## config.mk

```make
export PLATFORM = sky130hd
export DESIGN_NAME = dpram_rr_arbiter
export DESIGN_NICKNAME = d
export VERILOG_FILES = /design/src/rtl/dpram_pkg.sv /design/src/rtl/dpram_array.sv /design/src/rtl/dpram_rr_arbiter.sv
export SDC_FILE = /design/constraint.sdc
export NUM_CORES = 1
export LEC_CHECK = 0
export BUFFER_PORTS_ARGS = -buffer_cell sky130_fd_sc_hd__buf_2
export CORE_ASPECT_RATIO = 0.5
export CORE_MARGIN = 2
export CORE_UTILIZATION = 45
export CTS_CLUSTER_SIZE = 30
export DETAILED_ROUTE_END_ITERATION = 8
export GPL_TIMING_DRIVEN = 0
export SETUP_SLACK_MARGIN = 0.02
export SYNTH_ARGS = -nofsm -noshare
export SYNTH_HDL_FRONTEND = slang
export SYNTH_HIERARCHICAL = 1
export SYNTH_SLANG_ARGS = --single-unit
export TNS_END_PERCENT = 1
```

## constraint.sdc

```tcl
create_clock -name clk -period 3.7 [get_ports clk]
set_input_delay 0.555 -clock clk [delete_from_list [all_inputs] [get_ports clk]]
set_output_delay 0.555 -clock clk [all_outputs]
set_load 0.1 [all_outputs]
```

## src/rtl/dpram_pkg.sv

```systemverilog
// Shared defaults and encodings for the arbitrated dual-port RAM.
package dpram_pkg;

  localparam int DEF_ADDR_W = 4;
  localparam int DEF_DATA_W = 8;
  localparam int DEF_DEPTH  = 1 << DEF_ADDR_W;
  localparam int DEF_CNT_W  = 8;

  // Value carried on a_we / b_we
  localparam logic OP_RD = 1'b0;
  localparam logic OP_WR = 1'b1;

  typedef enum logic {
    PORT_A = 1'b0,
    PORT_B = 1'b1
  } port_e;

endpackage

```

## src/rtl/dpram_array.sv

```systemverilog
// DEPTH x DATA_W storage with two write ports and two registered read ports.
// Reads return the contents from before any write on the same edge.
module dpram_array
  import dpram_pkg::*;
#(
  parameter int ADDR_W = DEF_ADDR_W,
  parameter int DATA_W = DEF_DATA_W,
  parameter int DEPTH  = DEF_DEPTH
) (
  input  logic              clk,
  input  logic              reset,
  input  logic              a_we,
  input  logic              a_re,
  input  logic [ADDR_W-1:0] a_addr,
  input  logic [DATA_W-1:0] a_wdata,
  output logic [DATA_W-1:0] a_rdata,
  input  logic              b_we,
  input  logic              b_re,
  input  logic [ADDR_W-1:0] b_addr,
  input  logic [DATA_W-1:0] b_wdata,
  output logic [DATA_W-1:0] b_rdata
);

  logic [DATA_W-1:0] mem_q [DEPTH];
  logic [DATA_W-1:0] a_rdata_q;
  logic [DATA_W-1:0] b_rdata_q;

  // Write enables arrive already arbitrated, so the two ports never collide.
  always_ff @(posedge clk) begin
    if (a_we) mem_q[a_addr] <= a_wdata;
    if (b_we) mem_q[b_addr] <= b_wdata;
  end

  always_ff @(posedge clk) begin
    if (reset) begin
      a_rdata_q <= '0;
      b_rdata_q <= '0;
    end else begin
      if (a_re) a_rdata_q <= mem_q[a_addr];
      if (b_re) b_rdata_q <= mem_q[b_addr];
    end
  end

  assign a_rdata = a_rdata_q;
  assign b_rdata = b_rdata_q;

endmodule

```

## src/rtl/dpram_rr_arbiter.sv

```systemverilog
// Dual-port RAM front end: same-address conflicts involving a write are
// serialised by a round-robin favour bit; conflicts are counted (saturating).
module dpram_rr_arbiter
  import dpram_pkg::*;
#(
  parameter int ADDR_W = DEF_ADDR_W,
  parameter int DATA_W = DEF_DATA_W,
  parameter int DEPTH  = DEF_DEPTH,
  parameter int CNT_W  = DEF_CNT_W
) (
  input  logic              clk,
  input  logic              reset,
  input  logic              a_req,
  input  logic              a_we,
  input  logic [ADDR_W-1:0] a_addr,
  input  logic [DATA_W-1:0] a_wdata,
  output logic              a_gnt,
  output logic              a_rvalid,
  output logic [DATA_W-1:0] a_rdata,
  input  logic              b_req,
  input  logic              b_we,
  input  logic [ADDR_W-1:0] b_addr,
  input  logic [DATA_W-1:0] b_wdata,
  output logic              b_gnt,
  output logic              b_rvalid,
  output logic [DATA_W-1:0] b_rdata,
  output logic [CNT_W-1:0]  conflict_cnt,
  output logic              rr_favor
);

  port_e             rr_favor_q, rr_favor_d;
  logic [CNT_W-1:0]  cnt_q, cnt_d;
  logic              a_rvalid_q, a_rvalid_d;
  logic              b_rvalid_q, b_rvalid_d;
  logic              conflict;
  logic              a_wr, a_rd, b_wr, b_rd;
  logic [DATA_W-1:0] a_rdata_mem, b_rdata_mem;

  assign conflict = a_req & b_req & (a_addr == b_addr)
                  & ((a_we == OP_WR) | (b_we == OP_WR));

  assign a_gnt = ~reset & a_req & (~conflict | (rr_favor_q == PORT_A));
  assign b_gnt = ~reset & b_req & (~conflict | (rr_favor_q == PORT_B));

  assign a_wr = a_gnt & (a_we == OP_WR);
  assign a_rd = a_gnt & (a_we == OP_RD);
  assign b_wr = b_gnt & (b_we == OP_WR);
  assign b_rd = b_gnt & (b_we == OP_RD);

  always_comb begin
    rr_favor_d = rr_favor_q;
    cnt_d      = cnt_q;
    a_rvalid_d = a_rd;
    b_rvalid_d = b_rd;
    if (conflict) begin
      rr_favor_d = (rr_favor_q == PORT_A) ? PORT_B : PORT_A;
      if (cnt_q != {CNT_W{1'b1}}) cnt_d = cnt_q + 1'b1;
    end
  end

  always_ff @(posedge clk) begin
    if (reset) begin
      rr_favor_q <= PORT_A;
      cnt_q      <= '0;
      a_rvalid_q <= 1'b0;
      b_rvalid_q <= 1'b0;
    end else begin
      rr_favor_q <= rr_favor_d;
      cnt_q      <= cnt_d;
      a_rvalid_q <= a_rvalid_d;
      b_rvalid_q <= b_rvalid_d;
    end
  end

  dpram_array #(
    .ADDR_W (ADDR_W),
    .DATA_W (DATA_W),
    .DEPTH  (DEPTH)
  ) u_array (
    .clk     (clk),
    .reset   (reset),
    .a_we    (a_wr),
    .a_re    (a_rd),
    .a_addr  (a_addr),
    .a_wdata (a_wdata),
    .a_rdata (a_rdata_mem),
    .b_we    (b_wr),
    .b_re    (b_rd),
    .b_addr  (b_addr),
    .b_wdata (b_wdata),
    .b_rdata (b_rdata_mem)
  );

  // Outputs are forced low for the whole reset cycle, which also swallows a
  // read response that would otherwise appear in the first reset cycle.
  assign a_rvalid     = a_rvalid_q & ~reset;
  assign b_rvalid     = b_rvalid_q & ~reset;
  assign a_rdata      = reset ? '0 : a_rdata_mem;
  assign b_rdata      = reset ? '0 : b_rdata_mem;
  assign conflict_cnt = reset ? '0 : cnt_q;
  assign rr_favor     = ~reset & (rr_favor_q == PORT_B);

endmodule

```

==> results.ini <==
[route]
routed_wirelength_um = 31900
first_pass_iters = 6
drc = 0
drt_iter0_markers = 1032
vias_per_cell = 6.39
vias = 6855
wire_per_inst_um = 29.7
ant_nets = 0

[pwr]
p_total_mw = 4.25
p_leak_nw = 3.71
pwr_density_cell_mw_per_mm2 = 407
switching_share_pct = 25.6
internal_power_mw = 3.16
pwr-share-clk_pct = 40.8
p_comb_share_pct = 13.7
switching_power_mw = 1.09
vdd_ir_drop_max_mv = 0.278
p_seq_share_pct = 45.5

[synth]
synth_edf_count = 128
synth_top_area_share_pct = 41.6
synth_xor_area_share_pct = 0.568
synth_area_sq_mm = 0.00925
synth-compound-area-share_pct = 6.93
avgSynthCellArea_sq_um = 12.9
synthCells = 718
synth_fa_ha_area_share_pct = 0.135
synth_most_common_cell = mux2_2
synth.top_cells.by_count = mux2_2, edfxtp_1, mux2i_1, nor2_1, o22ai_1
yosysSeqAreaShare_pct = 47.4
ys_top_cells_by_area = edfxtp_1, mux2_2, mux2i_1
synthMuxAreaShare_pct = 30.6
synth_top_cell_by_area = edfxtp_1
syn_nets = 749
ys_seq_elements = 155
synth-simple-area-share_pct = 10.4
synth_top_family_by_area = multiplexers
yosysWarningCount = 6
ys.flop_type = edfxtp_1
synth.distinct_cells = 56
synthArstFlopShare_pct = 0

[clocking]
cts_setup_buffers = 0
clockBufferDepth = 2
ctsHoldBuffers = 0
cts_tree = built
cts_buffers = 17
cts_resized = 0
clock_sinks = 155
insertion_delay_ns = 0.43
cts_root_buffer = clkbuf_16
clk_pin_slew_worst_paths_ns = 0.06
htree_levels = 4

[layout]
diodes = 0
final_layout_size_suffix_gt1_share_pct = 36.1
design_area_sq_mm = 0.0104
syn_to_final_growth_pct = 13.0
final_cells = 1073
nets = 828
utilization_pct = 52.7

[floorplan]
die_x_um = 207
row_count = 36
core_area_sq_mm = 0.0198
start_util_pct = 46.6
ios = 59
fp.dieArea_sq_mm = 0.0218
die_height_um = 105

[hold_path]
min_path_cells = 2
holdCritStartpoint = b_we
min_path_type = input pin to flop
worstHoldEndpoint = b_rvalid_q

[place]
dpl_cell_area_sq_mm = 0.00989
dpl_worst_slack_ns = -0.00451
io_buffer_count = 57
gp_congestion = 0.966
post-dp-hpwl_um = 23200
dp.cells = 1044

[worst_setup_path]
cp_max_fo = 9
reg2reg_from = rr_favor_q
rrSetupSlack_ns = 0.92
cp.arrival_ns = 3.38
critPathRequiredTime_ns = 3.84
reg2regPathDepth = 6
crit_path_start_kind = input pin
worstSetupPathType = input pin to flop
cp-end-kind = flop
rr_endpoint = u_array/mem_q[1][3]

[timing]
rsz0062_at_grt = no
min_period_over_period_pct = 87.7
maxSlewViolCount = 0
fin_crit_ns = 3.25
worst_slew_pin_slew_ns = 1.21
finalSetupTns_ns = 0
whs_ns = 0.327
slew_headroom_pct = 19.4
finalSetupViolations = 0
skew_ns = 0.00631
clock.fmax_mhz = 308
worst_slack_ns = 0.453
hold_violations = 0

[status]
outcome = completed

[global_route]
grt_antenna_before_repair = 2
grt_max_degree = 17
overflow = 0
grt_use_total_pct = 30.1
grt_pass1_wl_um = 45200
grt_pass1_vias = 6485

[run]
cap_violations = 0

==> worst max-delay path, stage by stage <==
cell and delay, ns:
buf_2 0.21, xor2_1 0.29, nor3_4 0.12, nand2_2 0.13
o211a_1 0.20, and2_1 0.37, nor3b_2 0.48, nand2_1 0.48
o21ai_1 0.29, buf_4 0.24
==> layout by cell type (no fill, tap or decap), types with 5 or more instances in the layout <==
| cell type | n |
|---|---|
| clkbuf_16 | 17 |
| mux2i_1 | 87 |
| clkbuf_1 | 31 |
| nor2_1 | 38 |
| o2111ai_1 | 12 |
| dfxtp_1 | 27 |
| buf_2 | 62 |
| buf_6 | 7 |
| buf_4 | 14 |
| nand3_1 | 6 |
| nor2_4 | 5 |
| nor2_2 | 5 |
| nand2_1 | 32 |
| mux2_2 | 133 |
| nand3b_1 | 6 |
| a311oi_1 | 16 |
| nor2b_1 | 34 |
| mux4_2 | 18 |
| and2_1 | 5 |
| xor2_1 | 6 |
| o22ai_1 | 35 |
| edfxtp_1 | 128 |
==> power by group through the flow <==
stage	combinational, mW	clock, mW	sequential (mW)
floorplan	0.367	0	1.96
global placement	0.556	0	1.97
detailed placement	0.562	0	1.97
CTS	0.565	1.75	1.93
global route	0.603	1.84	1.94
finish	0.584	1.73	1.93
==> cells by family (layout without fill, tap and decap cells) <==
group / Yosys count / after routing
multiplexers: 241 / 241
AND/OR/NAND/NOR: 164 / 164
adder cells (fa/ha/maj): 1 / 1
AO/OA/AOI/OAI: 89 / 89
buffers and inverters: 62 / 151
flip-flops: 155 / 155
XOR/XNOR: 6 / 6
==> sequential cells by signal, indices dropped and copies added (netlist names) <==
signal and flops:
u_array/mem_q 128, cnt_q 8, u_array/a_rdata 8, u_array/b_rdata 8, a_rvalid_q 1, b_rvalid_q 1, rr_favor_q 1
==> routing by layer <==
| layer | vias up | track usage [%] | routed length (um) |
|---|---|---|---|
| li1 | 2949 | - | - |
| met1 | 3432 | 43.9 | 13700 |
| met2 | 424 | 42.2 | 13200 |
| met3 | 46 | 11.1 | 4470 |
| met4 | 4 | 6.64 | 446 |
| met5 | - | 0 | 24 |
==> worst max-delay path by stage <==
| stage | from | end | cells past startpoint |
|---|---|---|---|
| 2_1_floorplan | b_we | u_array/mem_q[1][0] | 8 |
| 3_3_place_gp | b_addr[0] | u_array/mem_q[1][6] | 9 |
| 3_5_place_dp | b_addr[0] | u_array/mem_q[2][7] | 9 |
| 4_1_cts | b_addr[0] | u_array/mem_q[2][4] | 9 |
| 5_1_grt | b_addr[0] | u_array/mem_q[2][4] | 9 |
| 6_report | b_addr[0] | u_array/mem_q[1][3] | 10 |
==> cell type report <==
cell class,count,area [sq um]
Tap cell,266,333
Timing Repair Buffer,60,308
Fill cell,1717,9370
Buffer,58,350
Clock inverter,9,125
Clock buffer,20,437
Multi-Input combinational cell,501,4500
Inverter,4,15.0
Sequential cell,155,4380
Note: power is estimated with default switching activity, not from simulation.
